$ cat config.mk
export PLATFORM = sky130hd
export DESIGN_NAME = c5_ram_loader
export DESIGN_NICKNAME = d
export VERILOG_FILES = /design/src/rtl/c5_ram_loader.sv
export SDC_FILE = /design/constraint.sdc
export NUM_CORES = 1
export LEC_CHECK = 0
export ABC_CLOCK_PERIOD_IN_PS = 2400
export CAP_MARGIN = 20
export CORE_AREA = 2 2 116 118
export DETAILED_ROUTE_END_ITERATION = 16
export DIE_AREA = 0 0 118 120
export PLACE_DENSITY_LB_ADDON = 0.3
export SETUP_SLACK_MARGIN = 0.4
export SLEW_MARGIN = 20
export SYNTH_ARGS = -nofsm -noshare
export SYNTH_HDL_FRONTEND = slang
export SYNTH_SLANG_ARGS = --single-unit
$ cat constraint.sdc
create_clock -name I_clk -period 2.4 [get_ports I_clk]
set_input_delay 0.24 -clock I_clk [delete_from_list [all_inputs] [get_ports I_clk]]
set_output_delay 0.24 -clock I_clk [all_outputs]
set_load 0.05 [all_outputs]
$ cat src/rtl/c5_ram_loader.sv
// c5_ram_loader: fills the on-chip BSRAM from a byte stream.
// Bytes are packed little-endian into 32-bit words. Each word is written at
// consecutive word addresses starting at BASE_ADR. Only the lanes that were
// received are enabled, so a final partial word leaves the other RAM lanes
// untouched.
// Optional feature macro: C5_LOADER_VERIFY_EN. When it is defined, every
// word is read back and compared on its written lanes, and O_err records any
// mismatch. When it is undefined, O_err is tied low.
module c5_ram_loader #(
  parameter logic [31:0] BASE_ADR = 32'h0000_0000,
  parameter int          LEN_W    = 16
) (
  input  logic             I_clk,
  input  logic             I_rst,
  input  logic             I_start,
  input  logic [LEN_W-1:0] I_len,
  input  logic             I_byte_stb,
  input  logic [7:0]       I_byte,
  output logic             O_byte_rdy,
  output logic             O_stb,
  output logic [3:0]       O_we,
  output logic [31:0]      O_adr,
  output logic [31:0]      O_dat,
  input  logic [31:0]      I_dat,
  output logic             O_busy,
  output logic             O_done,
  output logic             O_err
);

  typedef enum logic [2:0] {
    S_IDLE,
    S_COLLECT,
    S_WRITE,
`ifdef C5_LOADER_VERIFY_EN
    S_VRD,
    S_VCMP,
`endif
    S_DONE
  } state_t;

  state_t             state_q, state_d;
  logic [LEN_W-1:0]   rem_q;
  logic [31:0]        adr_q;
  logic [31:0]        word_q;
  logic [3:0]         mask_q;
  logic [1:0]         idx_q;
  logic               accept;
  logic               last_byte;
  logic               word_end;

`ifdef C5_LOADER_VERIFY_EN
  logic               err_q;
  logic [31:0]        lane_mask;
  logic               mismatch;

  assign lane_mask = {{8{mask_q[3]}}, {8{mask_q[2]}}, {8{mask_q[1]}}, {8{mask_q[0]}}};
  assign mismatch  = |((I_dat ^ word_q) & lane_mask);
  assign O_err     = err_q;
`else
  logic               unused_rdata;

  assign unused_rdata = ^I_dat;
  assign O_err        = 1'b0;
`endif

  assign accept    = (state_q == S_COLLECT) && I_byte_stb;
  assign last_byte = accept && ((idx_q == 2'd3) || (rem_q == LEN_W'(1)));
  assign O_adr     = adr_q;
  assign O_dat     = word_q;

  // State register; reset drops any partial word and returns to IDLE.
  always_ff @(posedge I_clk) begin
    if (I_rst) state_q <= S_IDLE;
    else       state_q <= state_d;
  end

  // Next-state selection and the output decode of the current state.
  always_comb begin
    state_d    = state_q;
    word_end   = 1'b0;
    O_byte_rdy = 1'b0;
    O_stb      = 1'b0;
    O_we       = 4'h0;
    O_busy     = 1'b1;
    O_done     = 1'b0;
    case (state_q)
      S_IDLE: begin
        O_busy = 1'b0;
        if (I_start) state_d = (I_len == '0) ? S_DONE : S_COLLECT;
      end
      S_COLLECT: begin
        O_byte_rdy = 1'b1;
        if (last_byte) state_d = S_WRITE;
      end
      S_WRITE: begin
        O_stb = 1'b1;
        O_we  = mask_q;
`ifdef C5_LOADER_VERIFY_EN
        state_d = S_VRD;
`else
        word_end = 1'b1;
        state_d  = (rem_q == '0) ? S_DONE : S_COLLECT;
`endif
      end
`ifdef C5_LOADER_VERIFY_EN
      S_VRD: begin
        O_stb   = 1'b1;
        state_d = S_VCMP;
      end
      S_VCMP: begin
        word_end = 1'b1;
        state_d  = (rem_q == '0) ? S_DONE : S_COLLECT;
      end
`endif
      S_DONE: begin
        O_busy  = 1'b0;
        O_done  = 1'b1;
        state_d = S_IDLE;
      end
      default: begin
        O_busy  = 1'b0;
        state_d = S_IDLE;
      end
    endcase
  end

  // Datapath: capture the job, pack bytes into lanes, step to the next word.
  always_ff @(posedge I_clk) begin
    if (I_rst) begin
      rem_q  <= '0;
      adr_q  <= '0;
      word_q <= '0;
      mask_q <= '0;
      idx_q  <= '0;
`ifdef C5_LOADER_VERIFY_EN
      err_q  <= 1'b0;
`endif
    end else begin
      case (state_q)
        S_IDLE: begin
          if (I_start) begin
            rem_q  <= I_len;
            adr_q  <= BASE_ADR;
            word_q <= '0;
            mask_q <= '0;
            idx_q  <= '0;
`ifdef C5_LOADER_VERIFY_EN
            err_q  <= 1'b0;
`endif
          end
        end
        S_COLLECT: begin
          if (accept) begin
            word_q[{idx_q, 3'b000} +: 8] <= I_byte;
            mask_q[idx_q]                <= 1'b1;
            idx_q                        <= idx_q + 2'd1;
            rem_q                        <= rem_q - LEN_W'(1);
          end
        end
`ifdef C5_LOADER_VERIFY_EN
        S_VCMP: begin
          if (mismatch) err_q <= 1'b1;
        end
`endif
        default: ;
      endcase
      if (word_end && (rem_q != '0)) begin
        adr_q  <= adr_q + 32'd4;
        word_q <= '0;
        mask_q <= '0;
        idx_q  <= '0;
      end
    end
  end

endmodule

# After elaboration in Yosys (flattened, before gate mapping)

Cells that the tools add are included.

Mux-type cells: 27
Bitwise gates (word level): 1
Add/subtract/negate cells: 4
Reductions and logical operators: 17
Shift-type cells: 2
Equal/unequal tests: 8
Order comparisons: 2

Operator list:

| operator                                                               | number |
|---|---|
| 32-bit 2-to-1 mux                                                      | 4 |
| 32-bit one-hot mux with 2 select lines                                 | 1 |
| 32-bit by 3-bit adder with 32-bit output, second input constant        | 1 |
| 32-bit bitwise mux                                                     | 1 |
| 16-bit zero test                                                       | 2 |
| 16-bit 2-to-1 mux                                                      | 2 |
| 16-bit one-hot mux with 2 select lines                                 | 1 |
| 8-bit by 7-bit variable shift with 32-bit output, first input constant | 1 |
| 8-bit by 7-bit variable part select with 32-bit output                 | 1 |
| 16-bit by 1-bit equality test with 1-bit output, second input constant | 1 |
| 16-bit nonzero test                                                    | 1 |
| 16-bit by 1-bit subtractor with 16-bit output, second input constant   | 1 |
| 4-bit 2-to-1 mux                                                       | 3 |
| 3-bit one-hot mux with 3 select lines                                  | 1 |
| 2-bit 2-to-1 mux                                                       | 4 |
| 4-bit one-hot mux with 2 select lines                                  | 1 |
| 5-bit negator with 7-bit output                                        | 1 |
| 3-bit by 2-bit equality test with 1-bit output, second input constant  | 2 |
| 3-bit 2-to-1 mux                                                       | 2 |
| 2-bit != test, second input constant                                   | 3 |
| 2-bit nonzero test                                                     | 3 |
| 1-bit 2-to-1 mux                                                       | 5 |
| 1-bit logical AND                                                      | 4 |
| 4-bit bitwise OR                                                       | 1 |
| other kinds (12)                                                       | 14 |

Bits in registers: 89
Input port bits: 60
Logic and storage cells: 67

# Longest topological paths before layout

Depth in word-level cells: 7
Mapped depth: 8

# Worst setup path after synthesis

OpenSTA, ideal clock, no wires.

Path kind: reg2reg
From: register state_q[1]
To: register word_q[10], in the netlist O_dat[10]
Slack: 0.022 ns
Stages on the path, launching flop included: 8
Data arrival time: 2.308 ns
Data required time: 2.330 ns
Cells stage by stage: dfxtp_1 > inv_1 > ha_1 > inv_1 > clkbuf_1 > nor4_1 > nand3b_1 > a21oi_1

Longest elaborated chain between the ends: 4
Elaborated cells between the ends (all ways): 12
Those cells by class: eq/ne (4); mux (2); reduce/logical (6)

RTL lines:

| element                                                                                                          | RTL line    | text |
|---|---|---|
| start, declared                                                                                                  | 41          | `state_t state_q, state_d;` |
| start signal, assigned                                                                                           | 74          | `else state_q <= state_d;` |
| 3-bit by 1-bit equality test with 1-bit output or 3-bit by 2-bit equality test with 1-bit output (tied branches) | 66, 139, 86 |  |
| 1-bit logical AND or 1-bit 2-to-1 mux (tied branches)                                                            | 66, 86      |  |
| 2-bit != test (no line) or 1-bit logical AND (tied branches)                                                     | -           |  |
| 3-bit AND reduction (no line) or 2-bit OR reduction (tied branches)                                              | -           |  |
| end signal, assigned by index                                                                                    | 154         | `word_q[{idx_q, 3'b000} +: 8] <= I_byte;` |
| end, declared                                                                                                    | 44          | `logic [31:0] word_q;` |

Parallel ways exist; a longest one is shown, timed or not.
A chain may end at the register's enable or synchronous reset.

# Final worst setup path

From: register rem_q[7]
To: register adr_q[24], in the netlist O_adr[24]

Longest elaborated chain between the ends: 4
Elaborated cells between the ends (all ways): 6
Those cells by class: mux (1); reduce/logical (5)

RTL lines:

| element                       | RTL line | text |
|---|---|---|
| start, declared               | 42       | `logic [LEN_W-1:0] rem_q;` |
| start signal, assigned        | 142      | `rem_q <= I_len;` |
| start signal, assigned        | 157      | `rem_q <= rem_q - LEN_W'(1);` |
| 16-bit nonzero test *         | 167      | `if (word_end && (rem_q != '0)) begin` |
| 1-bit logical AND *           | 167      |  |
| 2-bit nonzero test (no line)  | -        |  |
| 2-bit AND reduction (no line) | -        |  |
| end signal, assigned          | 168      | `adr_q <= adr_q + 32'd4;` |
| end, declared                 | 43       | `logic [31:0] adr_q;` |

Every way passes the cells marked *; elsewhere a longest branch is shown, timed or not.

==> impl_results.md <==
* Kind of cell adding the most delay to the critical path: simple AND/OR/NAND/NOR gates
* CTS Hold Buffers Added at 0
* Hold Crit Depth at 2
* Syn Inst Count at 544
* Fin. Hold Viols at 0
* # nets final at between 700 and 800
* DR DRC count at 0
* Top cells by area, synth: dfxtp_1 (39%), a21oi_1 (6.4%), nand2_1 (5.5%), nand3_1 (4.5%), ha_1 (3.7%)
* Initial Util at approximately a third
* R2R Setup Slk at 0.28 ns
* Post-Route Setup TNS at 0 ns
* Total CTS buffers at 9
* Layout cells sized above 1 at 23.8%
* Peak supply drop at 0.482 mV
* Fin crit period at approximately 2.1 ns
* Sequential area share after synthesis at 39.1%
* Post-synth top area cell: dfxtp_1
* Drt total wl at 14200 microns
* Worst Setup Start Kind: register
* Crit-path cells: or4_4 -> nor4_4 -> a21oi_4 -> buf_12 -> buf_16 -> nand4_1 -> mux2i_1
* Critical Path Max Stage Delay at ~0.54 ns
* Pwr Density at between 1000 and 1500 mW/mm^2
* Diode count at 0
* Die height at between 100 and 150 microns
* Top_reg_cell synth: dfxtp_1
* Area Growth Syn to Fin at 52.2%
* Slew margin rel. at between 60% and 70%
* Share of the synthesized area in the top cell type at between 30 and 40%
* Worst Hold Class: reg2reg
* Violation count after the first detailed-route iteration at between 400 and 500
* Port bufs at 97
* Reg clk slew, reported paths at roughly 0.07 ns
* Gpl congestion at around 0.9
* First-pass GRT wire length at around 22000 microns
* Clk sinks at 86
* Crit. End Element: register
* Mean Syn Cell Area at around 8.1 sq um
* Largest net degree at the start of global routing at 42
* Post-synth EDFFs at 0
* Clk Latency, worst-skew pair at roughly 0.35 ns
* Post-Syn Area at about 0.0044 sq mm
* Die width at 118 microns
* Initial antenna violation count at 0
* CTS tree: yes
* Most frequent cell after synthesis: dfxtp_1
* DR vias/cell at roughly 5.5
* Root Buffer: clkbuf_16
* GR Overflow Total at 0
* Unrepaired setup endpoints after global routing: yes
* Cell count along the critical path at 7
* Rows at 42
* Crit path max-delay cell type: or4_4
* CP max FO at 5
* ANT nets after route at 0
* Post-DR wirelength/cell at between 15 and 20 microns
* Reg2reg start: rem_q[7]
* Fmax at 472 MHz
* Count of unique library cells instantiated by Yosys at just under 60
* Worst Setup SP: rem_q[7]
* Warnings, synthesis at 0
* Worst Clk Skew at around 0.010 ns
* CTS max path bufs at 2
* Initial DRT Pass Iterations at 5
* I/O pin count at between 100 and 150
* Critical path type: reg2reg
* Asr flop ratio synth at 0%
* Max cap viols at 0
* Status: finished, final reports clean
* Core ar. at between 0.01 and 0.015 sq mm
* Vias in the first global route at 4331
* WP data required at 2.67 ns
* Fin. max-slew vios at 0
* Fin crit share at a little under 90%
* Final setup viols at 0
* Die area at 0.0142 sq mm
* Slew @ Worst Pin at roughly 0.56 ns
* GRT Total Usage at around a fifth
* Yosys reg bits at 86
* LEAKAGE at 2.30 nW
* Worst-case reg-to-reg path depth at 7
* HP Start: O_dat[14]
* List of most frequent post-synthesis cells: dfxtp_1 (86), nand2_1 (64), a21oi_1 (56), nand3_1 (40), nor2_1 (34)
* WP buf/inv at 2
* DR vias at around 4700
* Worst endpoint data arrival time at about 2.4 ns
* Hpwl dp at roughly 9000 microns
* Pwr Total at 6.84 mW
* H-tree depth at 3
* Layout fillers at about 1200
## sequential cells by signal, summed over array words and instances (netlist names)
name,cells
O_adr,30
O_dat,32
idx_q,2
mask_q,4
rem_q,16
state_q,2
## per-layer routing
metal,global-route usage (%),share of wire (%),up-vias
li1,-,-,2287
met1,24.8,45,2301
met2,30.9,49,127
met3,3.94,4.3,17
met4,6.40,1.6,0
met5,0,0,-
## through the flow
stage,setup slack (ns),cell area [sq um],util (%),hold slack (ns),cells
floorplan,0.392,4480,-,0.392,546
global placement,0.288,5740,44.2,0.444,810
detailed placement,0.237,5740,44.2,0.446,810
CTS,0.274,6390,49.3,0.452,842
global route,0.232,6700,51.6,0.464,853
finish,0.281,6700,51.6,0.449,853
## power by group
part / leakage [nW] / switching, mW / total, mW / internal [mW]
sequential: 0.709 / 0.202 / 1.80 / 1.60
combinational: 1.43 / 1.97 / 3.48 / 1.51
clock: 0.166 / 0.570 / 1.57 / 0.996
## worst register-to-register path: cells and delay by family, from the launching register on
family | cells | cell delay (ns)
simple gates | 3 | 1.06
flops | 1 | 0.36
buf+inv | 2 | 0.30
mux | 1 | 0.18
compound gates | 1 | 0.16
## placed cells by master (no fill, tap or decap), types with 12 or more instances in the layout
cell type         n
clkdlybuf4s50_1  89
nand2_1          58
inv_1            12
nand3_1          36
dfxtp_2          23
dfxtp_1          60
nor3_1           13
a21oi_1          50
nor2_1           33
buf_4            39
## final timing paths
path                    end
setup / recovery  O_adr[24]
hold / removal    O_dat[14]
setup reg to reg  O_adr[24]
hold reg to reg   O_dat[14]
## cells by family after synthesis
family                   synth area share, %
buffers and inverters                   4.20
multiplexers                            1.82
AND/OR/NAND/NOR                         28.0
adder cells (fa/ha/maj)                 3.69
XOR/XNOR                               0.597
AO/OA/AOI/OAI                           22.6
other                                 0.0851
flip-flops                              39.1
## area by class of cell
type	instances	area (sq um)	area share, %
Sequential cell	86	1760	26.3
Tap cell	176	220	3.28
Inverter	13	48.8	0.728
Multi-Input combinational cell	415	2860	42.6
Clock buffer	13	270	4.03
Timing Repair Buffer	147	1480	22.1
Clock inverter	3	65.1	0.971
## timing repair
item	CTS	global route
gates resized for setup	35	63
pin swaps	15	11
cloned	5	1
endpoints found under the setup margin	61	85
setup buffers	11	10
Power figures use the tool's default switching activity.
==> RTL edit 1 (same flow settings) <==
Add a define of `C5_LOADER_VERIFY_EN`.
--- a/src/rtl/c5_ram_loader.sv
+++ b/src/rtl/c5_ram_loader.sv
@@ -6,6 +6,8 @@
 // Optional feature macro: C5_LOADER_VERIFY_EN. When it is defined, every
 // word is read back and compared on its written lanes, and O_err records any
 // mismatch. When it is undefined, O_err is tied low.
+`define C5_LOADER_VERIFY_EN
+
 module c5_ram_loader #(
   parameter logic [31:0] BASE_ADR = 32'h0000_0000,
   parameter int          LEN_W    = 16
Formal check against the unedited RTL: not equivalent (a bounded check fails within 4 cycles, from zero or initial values and one cycle with I_rst high).
==> RTL edit 1 against the unedited design <==
Cell area rose by 1.6%; wire length increased by 4.5%; via count up 5.6%; sequential cell count increased by 2; critical path depth fell by 2; area after synthesis is 11% higher; setup slack improved by 160 ps; critical endpoint is now O_adr[27]; largest cell class unchanged.
Power is not compared: it rests on default switching activity, and its combinational part moved more than twofold at a synthesized area within 25%.
==> RTL edit 1: results (changes against the unedited design) <==
| Metric | Value |
|---|---|
| Crit-path max FO | 9 (was 5) |
| Resized cells post-CTS | 15 (was 35) |
| Highest metal used | met4 (unchanged) |
| Routed length on met3 | 823 µm (was 619 µm) |
| Status | finished clean (unchanged) |
| Xor/xnor cell area share of the yosys netlist | 5.90% (was 0.597%) |
| DRT iter0 DRCs | 306 (was 416) |
| Routed len/inst | 16.6 µm (was 16.7 µm) |
| Synth warn | 0 (unchanged) |
| Placed instance count | 879 (was 810) |
| Place WS | 222 ps (was 237 ps) |
| Vias per inst | 5.57 (was 5.55) |
| Pleak | 2.27 nW |
| DP Wirelength | 10900 µm (was 9240 µm) |
| Wl on met1 | 6640 µm (was 6470 µm) |
| DP Area | 6390 µm² (was 5740 µm²) |
| R2r startpoint | O_adr[6] (was rem_q[7]) |
| Nets | 786 (was 745) |
| Global-route wire length before repair | 23600 µm (was 21800 µm) |
| Grt met2 use | 32.8% (was 30.9%) |
| Routability congestion estimate | 0.910 (was 0.874) |
| Vias in the first global route | 4753 (was 4331) |
| M1 GR Usage | 27.0% (was 24.8%) |
| Worst VDD drop | 0.340 mV |
| Count of different cell masters after synthesis | 76 (was 59) |
| Mux cell area share after synthesis | 1.97% (was 1.82%) |
| Complex-gate fraction of the synthesized area | 21.0% (was 22.6%) |
| Fillers | 1246 (was 1225) |
| Post-synth top cells | 88 x dfxtp_1, 51 x nand2_1, 47 x a21oi_1 (was 86 x dfxtp_1, 64 x nand2_1, 56 x a21oi_1) |
| GR Util met3 | 4.37% (was 3.94%) |
| Setup Buffers After CTS | 0 (was 11) |
| Crit-path slowest cell | or4_1 (was or4_4) |
| Worst Tran Pin Value | 703 ps (was 557 ps) |
| Worst hold path class | register to register (unchanged) |
| Via Count | 4999 (was 4732) |
| Wire length on met2 | 7130 µm (was 6920 µm) |
| Initial antenna violation count | 0 (unchanged) |
| Share of layout cells above drive strength 1 | 15.2% (was 23.8%) |
| First-pass DRT Iterations | 5 (unchanged) |
| Buffers on Ports | 130 (was 97) |
| Hold Crit Start | O_adr[31] (was O_dat[14]) |
| Skew final | 8.22 ps (was 10.0 ps) |
| Post-Synth Adder-Cell Area | 2.30% (was 3.69%) |
| Sequential-to-total area share from yosys stat | 35.9% (was 39.1%) |
| P_clk | 0.00135 W |
| Slowest stage delay, CP | 470 ps (was 540 ps) |
| Largest net degree at the start of global routing | 39 (was 42) |
| Clk_lat worst skew | 350 ps (about the same) |
| Top cells by area, synth | dfxtp_1 36%, xnor2_1 5.9%, a21oi_1 4.8% (was dfxtp_1 39%, a21oi_1 6.4%, nand2_1 5.5%) |
| Syn Inst Count | 587 (was 544) |
| CP arrival | 2250 ps (was 2390 ps) |
| Global Route Usage Sum | 20.5% (was 18.9%) |
| H-Tree Depth | 3 (unchanged) |
RTL edit 1: changes by cell type after synthesis, sizes merged, moves of 5 or more:
| cell | delta |
|---|---|
| nand2 | -11 |
| a31oi | -6 |
| nand3b | -6 |
| buf | +5 |
| xnor2 | +30 |
| a22oi | +8 |
| nand4 | +10 |
| nor2 | +11 |
| a311oi | -7 |
| mux2 | +5 |
| clkbuf | -7 |
RTL edit 1: cell type report:
cell class	count	area [µm²]	share of cell area [%]
repair buffers	148	1430	21.0
clock buffers	9	225	3.31
flip-flops and latches	88	1780	26.2
inverters	17	66.3	0.973
clock inverters	7	56.3	0.826
multi-input cells	453	3030	44.5
well taps	176	220	3.23
RTL edit 1: final timing paths:
| kind | cells past startpoint | slack [ps] | to |
|---|---|---|---|
| setup reg to reg | 5 | 440 | O_adr[27] |
| hold reg to reg | 2 | 470 | O_adr[31] |
| setup / recovery | 5 | 440 | O_adr[27] |
| hold / removal | 2 | 470 | O_adr[31] |
==> RTL edit 2 (same settings) <==
Made on the original files. The 4 states of `state_t` get a one-hot encoding in 4 bits.
--- a/src/rtl/c5_ram_loader.sv
+++ b/src/rtl/c5_ram_loader.sv
@@ -27,15 +27,15 @@
   output logic             O_err
 );
 
-  typedef enum logic [2:0] {
-    S_IDLE,
-    S_COLLECT,
-    S_WRITE,
+  typedef enum logic [3:0] {
+    S_IDLE    = 4'b0001,
+    S_COLLECT = 4'b0010,
+    S_WRITE   = 4'b0100,
 `ifdef C5_LOADER_VERIFY_EN
     S_VRD,
     S_VCMP,
 `endif
-    S_DONE
+    S_DONE    = 4'b1000
   } state_t;
 
   state_t             state_q, state_d;
Formal check against the unedited RTL: same outputs for any inputs over 4 cycles, from zero or initial values and one cycle with I_rst high; so few cycles prove little.
==> RTL edit 2 against the unedited design <==
Count of clock-buffer cells in the layout decreased by 4; wire length down 11%; sequential cell count increased by 2; cell area fell by 7.3%; area after synthesis decreased by 2.0%; setup slack better by 82 ps; critical endpoint is now O_adr[25].
Power is not compared: it rests on default switching activity, and its combinational part moved more than twofold at a synthesized area within 25%.
==> RTL edit 2: results (changes against the unedited design) <==
| Metric | Value |
|---|---|
| Status | finished clean (unchanged) |
| CP arrival | 2320 ps (was 2390 ps) |
| Crit-path max FO | 8 (was 5) |
| Depth of the worst register-to-register path | 6 (was 7) |
| Nets | 711 (was 745) |
| Place WS | 211 ps (was 237 ps) |
| Worst Setup EP | O_adr[25] (was O_adr[24]) |
| RR Endpoint | O_adr[25] (was O_adr[24]) |
| Reg2reg setup slack | 360 ps (was 280 ps) |
| Global Route Usage Sum | 17.7% (was 18.9%) |
| Via Count | 4389 (was 4732) |
| DRT iter0 DRCs | 255 (was 416) |
| Post-synth top cells | 88 x dfxtp_1, 65 x nor2_1, 46 x nand2_1 (was 86 x dfxtp_1, 64 x nand2_1, 56 x a21oi_1) |
| Skew final | 8.04 ps (was 10.0 ps) |
| Sequential-to-total area share from yosys stat | 40.8% (was 39.1%) |
| R2r startpoint | state_q[1] (was rem_q[7]) |
| Vias in the first global route | 4093 (was 4331) |
| DP Wirelength | 8910 µm (was 9240 µm) |
| Fillers | 1282 (was 1225) |
| Share of layout cells above drive strength 1 | 17.3% (was 23.8%) |
| First-pass DRT Iterations | 4 (was 5) |
| Routed len/inst | 15.3 µm (was 16.7 µm) |
| Crit-path slowest cell | or4b_4 (was or4_4) |
| Routability congestion estimate | 0.820 (was 0.874) |
| Worst Tran Pin Value | 766 ps (was 557 ps) |
| Internal Power | 0.00257 W |
| Top cells by area, synth | dfxtp_1 41%, nor2_1 5.7%, a21oi_1 4.6% (was dfxtp_1 39%, a21oi_1 6.4%, nand2_1 5.5%) |
| Fmax | 491 MHz (was 472 MHz) |
| DP Area | 5640 µm² (was 5740 µm²) |
RTL edit 2: final cells by class:
type | count | share of cell area (%)
clock buffer | 9 | 3.63
clock inverter | 7 | 1.19
inverter | 9 | 0.624
multi-input combinational | 397 | 40.0
sequential | 88 | 28.8
tap | 176 | 3.54
timing repair buffer | 137 | 22.2
RTL edit 2: stage by stage:
step | utilization, % | cells
after detailed placement | 43.5 | 790
after floorplan | - | 526
after CTS | 46.4 | 811
final | 47.9 | 823
after global routing | 47.9 | 823
after global placement | 43.5 | 790
RTL edit 2: cells by family after synthesis:
group,share of synthesized area [%]
buf+inv,4.09
compound gates,22.0
mux,0.261
flops,40.8
other cells,0.0869
fa+ha+maj,2.61
simple gates,29.3
xor+xnor,0.812
RTL edit 2: worst min path at each step:
stage              start   endpoint  slack, ps  depth (start not counted)
3_5_place_dp    O_dat[4]   O_dat[4]        450                          2
4_1_cts         O_dat[4]   O_dat[4]        460                          2
3_3_place_gp   O_dat[31]  O_dat[31]        440                          2
2_1_floorplan  I_byte[0]   O_dat[0]        390                          2
5_1_grt         O_dat[4]   O_dat[4]        480                          2
6_report        O_dat[4]   O_dat[4]        450                          2
RTL edit 2: per-layer routing:
metal / vias up / GRT usage (%) / part of all wire [%]
li1: 2190 / - / -
met1: 2094 / 23.1 / 47
met2: 91 / 29.1 / 48
met3: 14 / 3.42 / 4.1
met4: 0 / 7.00 / 1.5
met5: - / 0 / 0
RTL edit 2: timing repair:
item,in CTS,in global routing
pin swaps,2,11
buffers inserted,5,11
resized for setup,13,26
gates cloned,0,1
endpoints found under the setup margin,71,64
RTL edit 2: worst min-delay path, stage by stage (launching register included):
cell and delay (ps):
dfxtp_1 310, nand2_1 50, a21oi_1 50
